**src/rtl/mips_pkg.sv**
```systemverilog
// Shared MIPS pipeline definitions: data-memory FSM encodings, timeout default
// and the request payload held on the data-memory bus.
package mips_pkg;

    localparam int unsigned DMEM_TIMEOUT = 16;
    localparam int unsigned DMEM_CNT_W   = 5;
    localparam int unsigned XLEN         = 32;

    localparam logic [1:0] ST_IDLE = 2'd0;
    localparam logic [1:0] ST_WAIT = 2'd1;
    localparam logic [1:0] ST_DONE = 2'd2;
    localparam logic [1:0] ST_ERR  = 2'd3;

    typedef struct packed {
        logic            we;
        logic [XLEN-1:0] addr;
        logic [XLEN-1:0] wdata;
    } dmem_req_t;

endpackage

```
**src/rtl/dmem_timeout_cnt.sv**
```systemverilog
// Wait-cycle counter for data-memory accesses; tc_o flags the last allowed cycle.
module dmem_timeout_cnt #(
    parameter int unsigned CNT_W    = 5,
    parameter int unsigned TERMINAL = 15
) (
    input  logic clk_i,
    input  logic rst_i,
    input  logic clr_i,
    input  logic en_i,
    output logic tc_o
);

    logic [CNT_W-1:0] cnt_q;
    logic [CNT_W-1:0] cnt_d;

    always_comb begin
        cnt_d = cnt_q;
        if (clr_i) begin
            cnt_d = '0;
        end else if (en_i) begin
            cnt_d = cnt_q + CNT_W'(1);
        end
    end

    always_ff @(posedge clk_i) begin
        if (rst_i) begin
            cnt_q <= '0;
        end else begin
            cnt_q <= cnt_d;
        end
    end

    assign tc_o = (cnt_q == CNT_W'(TERMINAL));

endmodule

```
**src/rtl/dmem_access_ctrl.sv**
```systemverilog
// MEM-stage data-memory sequencer: issues req/ack accesses, stalls and bubbles the
// pipeline while busy, and reports misaligned and timed-out accesses.
module dmem_access_ctrl
    import mips_pkg::*;
#(
    parameter int unsigned TIMEOUT_CYCLES = DMEM_TIMEOUT,
    parameter int unsigned CNT_W          = DMEM_CNT_W
) (
    input  logic            CLK,
    input  logic            RESET,
    input  logic            I_MemRead,
    input  logic            I_MemWrite,
    input  logic [XLEN-1:0] I_ADDR,
    input  logic [XLEN-1:0] I_WDATA,
    output logic            O_DMEM_REQ,
    output logic            O_DMEM_WE,
    output logic [XLEN-1:0] O_DMEM_ADDR,
    output logic [XLEN-1:0] O_DMEM_WDATA,
    input  logic            I_DMEM_ACK,
    input  logic [XLEN-1:0] I_DMEM_RDATA,
    output logic [XLEN-1:0] O_READDATA,
    output logic            O_STALL,
    output logic            O_MEMWB_BUBBLE,
    output logic            O_ALIGN_ERR,
    output logic            O_BUS_ERR
);

    logic [1:0]      state_q, state_d;
    logic            req_q, req_d;
    dmem_req_t       dreq_q, dreq_d;
    logic [XLEN-1:0] readdata_q, readdata_d;
    logic            access;
    logic            cnt_clr;
    logic            cnt_en;
    logic            cnt_tc;

    assign access = I_MemRead | I_MemWrite;

    dmem_timeout_cnt #(
        .CNT_W    (CNT_W),
        .TERMINAL (TIMEOUT_CYCLES - 1)
    ) u_timeout_cnt (
        .clk_i (CLK),
        .rst_i (RESET),
        .clr_i (cnt_clr),
        .en_i  (cnt_en),
        .tc_o  (cnt_tc)
    );

    // Next-state, memory-side register updates and pipeline control decode
    always_comb begin
        state_d        = state_q;
        req_d          = req_q;
        dreq_d         = dreq_q;
        readdata_d     = readdata_q;
        cnt_clr        = 1'b0;
        cnt_en         = 1'b0;
        O_STALL        = 1'b0;
        O_MEMWB_BUBBLE = 1'b0;
        O_ALIGN_ERR    = 1'b0;
        O_BUS_ERR      = 1'b0;

        case (state_q)
            ST_IDLE: begin
                if (access) begin
                    O_MEMWB_BUBBLE = 1'b1;
                    if (I_ADDR[1:0] != 2'b00) begin
                        O_ALIGN_ERR = 1'b1;
                    end else begin
                        O_STALL      = 1'b1;
                        req_d        = 1'b1;
                        dreq_d.we    = I_MemWrite;
                        dreq_d.addr  = {I_ADDR[XLEN-1:2], 2'b00};
                        dreq_d.wdata = I_WDATA;
                        state_d      = ST_WAIT;
                    end
                end
            end
            ST_WAIT: begin
                O_STALL        = 1'b1;
                O_MEMWB_BUBBLE = 1'b1;
                // An ACK on the terminal cycle still completes the access
                if (I_DMEM_ACK) begin
                    if (!dreq_q.we) begin
                        readdata_d = I_DMEM_RDATA;
                    end
                    req_d     = 1'b0;
                    dreq_d.we = 1'b0;
                    state_d   = ST_DONE;
                end else if (cnt_tc) begin
                    req_d     = 1'b0;
                    dreq_d.we = 1'b0;
                    state_d   = ST_ERR;
                end else begin
                    cnt_en = 1'b1;
                end
            end
            ST_DONE: begin
                cnt_clr = 1'b1;
                state_d = ST_IDLE;
            end
            ST_ERR: begin
                O_BUS_ERR      = 1'b1;
                O_MEMWB_BUBBLE = 1'b1;
                cnt_clr        = 1'b1;
                state_d        = ST_IDLE;
            end
            default: begin
                state_d = ST_IDLE;
            end
        endcase
    end

    always_ff @(posedge CLK) begin
        if (RESET) begin
            state_q    <= ST_IDLE;
            req_q      <= 1'b0;
            dreq_q     <= '0;
            readdata_q <= '0;
        end else begin
            state_q    <= state_d;
            req_q      <= req_d;
            dreq_q     <= dreq_d;
            readdata_q <= readdata_d;
        end
    end

    assign O_DMEM_REQ   = req_q;
    assign O_DMEM_WE    = dreq_q.we;
    assign O_DMEM_ADDR  = dreq_q.addr;
    assign O_DMEM_WDATA = dreq_q.wdata;
    assign O_READDATA   = readdata_q;

endmodule

```
**config.mk**
```make
export PLATFORM = sky130hd
export DESIGN_NAME = dmem_access_ctrl
export DESIGN_NICKNAME = d
export VERILOG_FILES = /design/src/rtl/mips_pkg.sv /design/src/rtl/dmem_timeout_cnt.sv /design/src/rtl/dmem_access_ctrl.sv
export SDC_FILE = /design/constraint.sdc
export NUM_CORES = 1
export LEC_CHECK = 0
export ABC_CLOCK_PERIOD_IN_PS = 4400
export CAP_MARGIN = 15
export CORE_UTILIZATION = 44
export CTS_CLUSTER_SIZE = 30
export DETAILED_ROUTE_END_ITERATION = 8
export MAX_ROUTING_LAYER = met4
export PLACE_DENSITY = 0.94
export SETUP_SLACK_MARGIN = 0.02
export SYNTH_ARGS = -nofsm -noshare
export SYNTH_HDL_FRONTEND = slang
export SYNTH_SLANG_ARGS = --single-unit
```
**constraint.sdc**
```tcl
create_clock -name CLK -period 4.4 [get_ports CLK]
set_clock_uncertainty 0.1 [all_clocks]
set_input_delay 0.44 -clock CLK [delete_from_list [all_inputs] [get_ports CLK]]
set_output_delay 0.44 -clock CLK [all_outputs]
set_load 0.005 [all_outputs]
```
==> metrics list <==
* Setup slack at placement: 1.50 ns
- Average detailed-routed wire length per instance: 15.7 um
- The floorplan step set the die width to 101 um.
* DRT Pass-1 Iters: 4
- Gate count of the mapped netlist: 488
- The critical path is of the input port to output port type.
- The path class of the tightest hold or removal check is flip-flop to flip-flop.
- From bottom edge to top edge, the die measures 101 um.
- Number of pins with negative max-slew slack in the final report: 0
- Number of instances resized during post-cts repair: 0
- At the pin with the least slew margin, the transition time is 1.07 ns.
- Critical Path Sink Type: output port
- Outcome: complete, no violations
- The analysis attributes to net switching a power of 0.462 mW.
* Leak Pwr: 2.26 nW
- Starting Density: 46.1%
- The top cell types in the final layout, fill and taps aside, are clkdlybuf4s50_1, dfxtp_1, nand2_1.
- Setup repair after global routing left no endpoint under its margin.
* Overflow left after global routing: 0
* Insertion delay of the later-clocked pin in the worst-skew pair: 0.35 ns
* Final RePlAce weighted congestion: 0.736
* Post-synthesis register bit count: 103
* EDFF count, synth: 0
- Of all flip-flops after synthesis, the portion carrying an async set or reset was 0%.
* Initial antenna violation count: 0
- The clock period could shrink to 2.93 ns.
- For this run, the leading register cell type out of synthesis is dfxtp_1.
* Wire length reported by the detailed router: 12.3 mm
- Largest driver fanout on the critical path: 65
- Required time worst endpoint: 3.86 ns
* Routed vias: 4192
- Setup violations remaining at the end of the flow were counted as 0.
* Finished layout cell area: 6470 um^2
- Combinational share of power: 17.1%
- STA classifies the critical path startpoint as an input port.
* Final critical-path setup slack: 1.47 ns
- For this design the ratio of total power to cell area is 282 nW/um^2.
- Input and output buffers added on the ports amount to 200.
- Yosys printed 0 warnings.
* Area of the mapped netlist: 4340 um^2
- Post-route core utilization: 68.7%
- Headroom to the max-slew limit: 28.3%
- For this design the top-level I/O count stands at 203.
* Hold Violations, Final: 0
- The wire-length estimate of the detail-placed layout is 8.42 mm.
- Fmax: 341 MHz
- After clock tree synthesis, the clock-pin slew on the worst setup and hold paths is 0.10 ns.
- The library cell used most frequently in the layout, excluding fill and tap cells, is clkdlybuf4s50_1.
- Per-instance average area after synthesis: 8.89 um^2
- Relative to the synthesized area, the layout overhead comes to 49.1%.
- Area of the core: 9420 um^2
- Across the whole layout, storage elements account for 2060 um^2.
- Sequential power share: 54.3%
* Unique cell type count in the Yosys netlist: 33
* Routed vias/inst: 5.35
- The filler cells instantiated in the layout total 719.
- In the final layout, the multi-input gates occupy 2030 um^2.
- Cell area after placement: 6300 um^2
- The synthesized design spends more area on one cell type than any other, namely dfxtp_1.
- In this run the number of H-tree levels came out at 3.
- The clock drives 103 sinks.
* Gr usage total: 24.5%
- The synthesized design devotes to its leading area cell type 47.5% of total area.
* Worst VDD drop: 0.180 mV
- Cell internal power was estimated by the tool at 1.36 mW.
- The number of antenna diodes in the final layout is 0.
- The count of nets left with antenna violations once routing finished came out at 0.
- Initial DRC count: 129
- Post-CTS setup buffers: 0
- Vias in the first global route: 4122
- CTS tree: yes
- In the final timing run, aggregate negative setup slack is 0 ns.
* Count of hold-fix buffers inserted at cts: 0
* Drt drc: 0
* Fraction of final layout cells sized beyond drive strength 1: 13.5%
* Number of buffers added by the clock tree synthesis step: 9
- Total Die Area: 10300 um^2
- In the post-synthesis netlist, the biggest area contributors are dfxtp_1, a31o_2, nand2b_1.
- Overall Power: 1.82 mW
- The floorplan has 35 rows.
* Ratio of final minimum period to clock period: 66.7%
- Across the run, the number of max-cap violations was 0.
* Final net count: 752
* Max clock buf depth: 2
- In this run switching power makes up 25.3% of total power.
* Data arrival time of the critical path: 2.39 ns
* Root Buffer: clkbuf_8
- The clock network burns 28.5% of the power.
* Global-route wire length before repair: 19.6 mm
* Sequential fraction of the synthesis area: 47.5%
* Pin count of the biggest net entering global routing: 66
-- state kept, by name (all words and copies together) (netlist names) --
register and flops:
O_DMEM_REQ 1, O_DMEM_WE 1, u_timeout_cnt.cnt_q 5, state_q 2
O_READDATA 32, O_DMEM_ADDR 30, O_DMEM_WDATA 32
-- per-layer routing --
metal  GRT usage, %  part of all wire [%]  vias to the layer above
li1               -                     -                     2056
met1           28.1                    42                     1942
met2           42.5                    49                      173
met3           5.45                   7.8                       21
met4           7.36                   1.8                        0
met5              -                     0                        -
-- critical path, cell delays in order --
cell             delay, ns
clkdlybuf4s50_1       0.45
or2_2                 0.11
buf_4                 0.53
nor3b_1               0.27
clkdlybuf4s50_1       0.55
-- cells by family (layout without fill, tap and decap cells) --
kind of cell | Yosys count | in the layout | synth area share (%)
other cells | 1 | 2 | 0.0864
buf+inv | 60 | 225 | 6.46
flops | 103 | 103 | 47.5
simple gates | 216 | 216 | 27.4
xor+xnor | 1 | 1 | 0.202
fa+ha+maj | 2 | 2 | 0.577
compound gates | 105 | 105 | 17.7
-- area by class of cell --
class | instances | share of cell area (%)
clock buffers | 11 | 2.03
clock inverters | 5 | 0.522
inverters | 3 | 0.174
multi-input cells | 326 | 31.3
flip-flops and latches | 103 | 31.9
well taps | 129 | 2.49
repair buffers | 206 | 31.6
-- final timing paths --
check	end	start	slack, ns	depth (start not counted)
worst max-delay path	O_ALIGN_ERR	I_ADDR[0]	1.47	5
worst min-delay path	O_READDATA[9]	O_READDATA[9]	0.36	2
worst max register to register	O_READDATA[5]	state_q[0]	1.63	4
worst min register to register	O_READDATA[9]	O_READDATA[9]	0.36	2
-- power by group through the flow --
stage          clock network (mW)  registers [mW]  logic [mW]
6_report                    0.520           0.990       0.312
5_1_grt                     0.574           0.995       0.337
4_1_cts                     0.533           0.990       0.313
3_5_place_dp                    0            1.01       0.311
3_3_place_gp                    0            1.01       0.304
2_1_floorplan                   0            1.01       0.132
-- through the flow --
stage	hold slack [ns]	instances
after CTS	0.361	783
final	0.361	783
after global routing	0.385	783
after global placement	0.341	767
after detailed placement	0.348	767
after floorplan	0.353	489
-- Yosys cell counts, types with 3 or more instances --
cell / number
dfxtp_1: 103
nand2_1: 67
or3_1: 4
a31o_1: 4
buf_4: 3
clkbuf_1: 43
a31o_2: 58
nor4_1: 63
a21oi_1: 37
nor2_1: 5
nand2b_1: 66
buf_2: 5
o21ai_0: 3
buf_6: 5
Power figures use the tool's default switching activity.
